--- src/rtl/fifo_pkg.sv ---
// fifo_pkg: shared constants and width helpers for the async FIFO and its read-side blocks
package fifo_pkg;
  localparam int FIFO_RD_LAT = 1;
  function automatic int idx_w(input int n);
    return (n < 2) ? 1 : $clog2(n);
  endfunction
endpackage

--- src/rtl/stream_skid_buf.sv ---
// stream_skid_buf: 2-entry register FIFO presenting its oldest word as a valid/ready stream
module stream_skid_buf #(
  parameter int W = 3
) (
  input  logic         clk,
  input  logic         rst,
  input  logic         push,
  input  logic [W-1:0] push_data,
  input  logic         out_ready,
  output logic         out_valid,
  output logic [W-1:0] out_data,
  output logic [1:0]   occ
);
  logic [W-1:0] head_q, head_d, tail_q, tail_d;
  logic [1:0]   occ_q, occ_d;
  logic         pop;
  always_comb begin
    pop    = (occ_q != 2'd0) & out_ready;
    occ_d  = occ_q + {1'b0, push} - {1'b0, pop};
    // head refills from tail when it drains a full buffer, else straight from the pushed word
    head_d = (pop & (occ_q == 2'd2)) ? tail_q :
             (push & ((occ_q == 2'd0) | (pop & (occ_q == 2'd1)))) ? push_data : head_q;
    tail_d = (push & (((occ_q == 2'd1) & ~pop) | (occ_q == 2'd2))) ? push_data : tail_q;
  end
  always_ff @(posedge clk or posedge rst) begin
    if (rst) begin
      head_q <= '0;
      tail_q <= '0;
      occ_q  <= '0;
    end else begin
      head_q <= head_d;
      tail_q <= tail_d;
      occ_q  <= occ_d;
    end
  end
  assign out_valid = occ_q != 2'd0;
  assign out_data  = head_q;
  assign occ       = occ_q;
endmodule

--- src/rtl/fifo_stream_reader.sv ---
// fifo_stream_reader: drains the async FIFO read port into a framed valid/ready stream
module fifo_stream_reader
  import fifo_pkg::*;
#(
  parameter int DATA_W    = 3,
  parameter int FRAME_LEN = 8,
  localparam int BEAT_W   = idx_w(FRAME_LEN)
) (
  input  logic              clk,
  input  logic              rst,
  input  logic              en,
  input  logic              fifo_empty,
  output logic              fifo_r_en,
  input  logic [DATA_W-1:0] fifo_rd_data,
  output logic              out_valid,
  input  logic              out_ready,
  output logic [DATA_W-1:0] out_data,
  output logic              out_last,
  output logic [BEAT_W-1:0] beat_idx,
  output logic              frame_done
);
  logic [FIFO_RD_LAT-1:0] inflight_q, inflight_d;
  logic [BEAT_W-1:0]      beat_q, beat_d;
  logic                   frame_done_q, frame_done_d;
  logic [1:0]             occ;
  logic                   pop, last;
  int                     pend;
  stream_skid_buf #(.W(DATA_W)) u_buf (
    .clk       (clk),
    .rst       (rst),
    .push      (inflight_q[FIFO_RD_LAT-1]),
    .push_data (fifo_rd_data),
    .out_ready (out_ready),
    .out_valid (out_valid),
    .out_data  (out_data),
    .occ       (occ)
  );
  always_comb begin
    pop          = out_valid & out_ready;
    last         = out_valid & (beat_q == BEAT_W'(FRAME_LEN - 1));
    // words already owed to the buffer count against its two slots
    pend         = int'(occ) + $countones(inflight_q) - int'(pop);
    fifo_r_en    = ~rst & en & ~fifo_empty & (pend < 2);
    inflight_d   = FIFO_RD_LAT'({inflight_q, fifo_r_en});
    beat_d       = pop ? (last ? '0 : beat_q + 1'b1) : beat_q;
    frame_done_d = pop & last;
  end
  always_ff @(posedge clk or posedge rst) begin
    if (rst) begin
      inflight_q   <= '0;
      beat_q       <= '0;
      frame_done_q <= 1'b0;
    end else begin
      inflight_q   <= inflight_d;
      beat_q       <= beat_d;
      frame_done_q <= frame_done_d;
    end
  end
  assign out_last   = last;
  assign beat_idx   = beat_q;
  assign frame_done = frame_done_q;
endmodule

--- config.mk ---
export PLATFORM = sky130hd
export DESIGN_NAME = fifo_stream_reader
export DESIGN_NICKNAME = d
export VERILOG_FILES = /design/src/rtl/fifo_pkg.sv /design/src/rtl/stream_skid_buf.sv /design/src/rtl/fifo_stream_reader.sv
export SDC_FILE = /design/constraint.sdc
export NUM_CORES = 1
export LEC_CHECK = 0
export CAP_MARGIN = 20
export CORE_AREA = 2 2 43 45
export DETAILED_ROUTE_END_ITERATION = 12
export DIE_AREA = 0 0 45 47
export MAX_ROUTING_LAYER = met4
export PLACE_DENSITY_LB_ADDON = 0.2
export SKIP_LAST_GASP = 1
export SYNTH_ARGS = -nofsm -noshare
export SYNTH_HDL_FRONTEND = slang
export SYNTH_HIERARCHICAL = 1
export SYNTH_SLANG_ARGS = --single-unit
--- constraint.sdc ---
create_clock -name clk -period 2.7 [get_ports clk]
set_input_delay 0.54 -clock clk [delete_from_list [all_inputs] [get_ports clk]]
set_output_delay 0.54 -clock clk [all_outputs]
set_load 0.02 [all_outputs]
==> metrics.cfg <==
[routing]
routed_wl_um=1340
dr.pass1.iters=2
via_count=550
first_iter_violations=2
viasPerCell=5.09
post_drt_wl_per_cell_um=12.4
drtAntennaViolNets=0
drc_errors=0

[synthesis]
synth_ff_type=dfrtp_1
yosys.area.top_type=dfrtp_1
netlist_area_um2=733
synthArstFlopShare_pct=100
synth_seq_area_share_pct=44.4
synth.avg_cell_area_um2=12.4
yosys_warnings=6
synth_commonest_cells=13 x dfrtp_1, 7 x mux2_2, 4 x ha_1
syn_nets=72
ys_seq_elements=13
synth_edf_count=0
yosys-top-cells-area=dfrtp_1 44%, mux2_2 11%, ha_1 6.8%, mux2_1 4.6%, xnor2_1 3.6%
synth.most_common_cell=dfrtp_1
ys_types=25
yosys.area.top_type_share_pct=44.4
syn_inst=59

[critical_path]
crit_top_cell=buf_4
worstSetupStartpointType=flip-flop
r2r_start=u_buf/occ[1]
critPathMaxFanout=4
startpoint=u_buf/occ[1]
path_cells=or2_4 > and3b_2 > buf_4 > fa_2 > a22oi_2 > nor4b_4 > buf_4
slowest_stage=fa_2
cp_data_required_time_ps=2160
worst_setup_path_end_kind=output port
crit_path_max_incr_delay_ps=520
path_class=reg -> out
crit_arrival_ps=2350

[place]
hpwl_um=1060
place.gp.congestion=0.717
post-place-cells=103
numPortBuffers=17

[pwr]
comb_power_share_pct=60.9
powerDensity_nw_per_um2=1090
power_leakage_nw=0.496
clkPwrFrac_pct=10.5
peakVddDrop_mv=0.636
p_int_mw=0.738
p_switching_mw=0.417
swShare_pct=36.1
p_seq_share_pct=28.5

[die]
io_pins=18
die_y_um=47
die_area_um2=2120
rows=15
core_area_um2=1650
initial_core_util_pct=44.4
dieWidth_um=45

[cts]
cts.sinks=13
clock_latency_ps=280
clock-root-buffer=clkbuf_4
cts_tree=yes
htree_levels=1
cts_max_path_buffers=2
cts.clk_slew.worst_paths_ps=80
cts_buffers=3

[finish]
fin_cells=108
diodes=0
drive_above_1_share_pct=37.4
fillers=147
layout.nets=105
area_delta_synth_final_pct=44.2
utilization_pct=64.0

[timing]
period_share_pct=107
timing.slew.headroom_pct=76.3
hold_viol=0
setup_viol=1
fmax_mhz=345
finalSetupTns_ps=-194
tightest_slew_ps=355
drv_slew=0
finalClockSkew_ps=4.22
rsz0062_at_grt=true
fin_ws_ps=-194
min_period_ps=2890

[grt]
grt_util_all_layers_pct=16.7
antenna_found_initial=0
overflow=0
grt_pass1_vias=551
grt_max_degree=10
grt_pass1_wl_um=2330

[status]
failed_checks=setup timing
outcome=finished, violations left

[min_path]
hold_class=reg -> reg
min-delay-start=u_buf/tail_q[1]

[run]
max_cap_violations=0

## sequential cells by signal, summed over array words and instances, names as in the netlist
signal and cells:
u_buf/occ 2, inflight_q 1, frame_done 1, u_buf/tail_q 3, beat_idx 3, u_buf/out_data 3
## final timing paths
| kind | endpoint | slack, ps | depth (start not counted) |
|---|---|---|---|
| max | fifo_r_en | -190 | 7 |
| min | u_buf/tail_q[1] | 510 | 1 |
| max reg2reg | inflight_q | 710 | 6 |
| min reg2reg | u_buf/tail_q[1] | 510 | 1 |
| max in group asynchronous | u_buf/occ[1] | 1800 | 2 |
| min in group asynchronous | inflight_q | 570 | 2 |
## worst max-delay path, delay by kind of cell (launching register included)
kind            cells  cell delay (ps)
simple gates        3              740
flops               1              400
buf+inv             2              320
fa+ha+maj           1              520
compound gates      1               90
## routing by layer
layer  wire length, um  vias to the layer above  GRT usage [%]  part of all wire [%]
li1                  -                      271              -                     -
met1               621                      261           20.0                    46
met2               617                       14           24.6                    46
met3                63                        4           3.46                   4.7
met4                38                        0           12.4                   2.8
met5                 0                        -              -                     0
## area by class of cell
class | count | area, um^2 | share of cell area [%]
Inverter | 3 | 11.3 | 1.07
Tap cell | 17 | 21.3 | 2.01
Timing Repair Buffer | 28 | 249 | 23.6
Clock buffer | 4 | 26.3 | 2.49
Multi-Input combinational cell | 43 | 423 | 40.0
Sequential cell | 13 | 327 | 30.9
## metrics by stage
step	total power [mW]	setup WS (ps)	cell area, um^2	hold WS, ps
floorplan	0.749	9.34	753	319
detailed placement	1.02	-859	1020	493
finish	1.15	-194	1060	508
global placement	1.00	-808	1020	483
CTS	1.17	-228	1060	512
global route	1.25	-308	1060	525
## kinds of logic (layout without fill, tap and decap cells)
| logic type | count (synthesis) | in the layout | synth area share, % |
|---|---|---|---|
| simple gates | 17 | 17 | 18.8 |
| flops | 13 | 13 | 44.4 |
| mux | 10 | 10 | 15.4 |
| compound gates | 8 | 8 | 6.82 |
| fa+ha+maj | 5 | 5 | 9.56 |
| xor+xnor | 3 | 3 | 3.58 |
| buf+inv | 3 | 35 | 1.54 |
## placed cells by master, fill, tap and decap left out, types with 2 or more instances in the layout
cell / netlist / routed
clkdlybuf4s50_1: 0 / 15
dfrtp_1: 13 / 12
buf_4: 0 / 12
mux2_2: 7 / 7
ha_1: 4 / 4
inv_1: 3 / 3
nand2b_1: 3 / 3
clkbuf_4: 0 / 3
mux2_1: 3 / 3
o21ai_1: 1 / 2
a21oi_1: 2 / 2
nand2_1: 3 / 2
o21ai_0: 3 / 2
xnor2_1: 3 / 2
## repair_timing
item / CTS / global route
hold buffers: 0 / 0
hold endpoints to repair: 0 / 0
pin swaps: 4 / 0
endpoints found under the setup margin: 1 / 1
buffers inserted: 1 / 0
gates resized for setup: 8 / 0
## power by group through the flow
stage / Clock [mW] / Combinational, mW / Sequential [mW]
2_1_floorplan: 0 / 0.336 / 0.413
3_3_place_gp: 0 / 0.672 / 0.330
3_5_place_dp: 0 / 0.682 / 0.335
4_1_cts: 0.127 / 0.717 / 0.330
5_1_grt: 0.134 / 0.773 / 0.340
6_report: 0.122 / 0.704 / 0.330
Note: power is estimated with default switching activity, not from simulation.
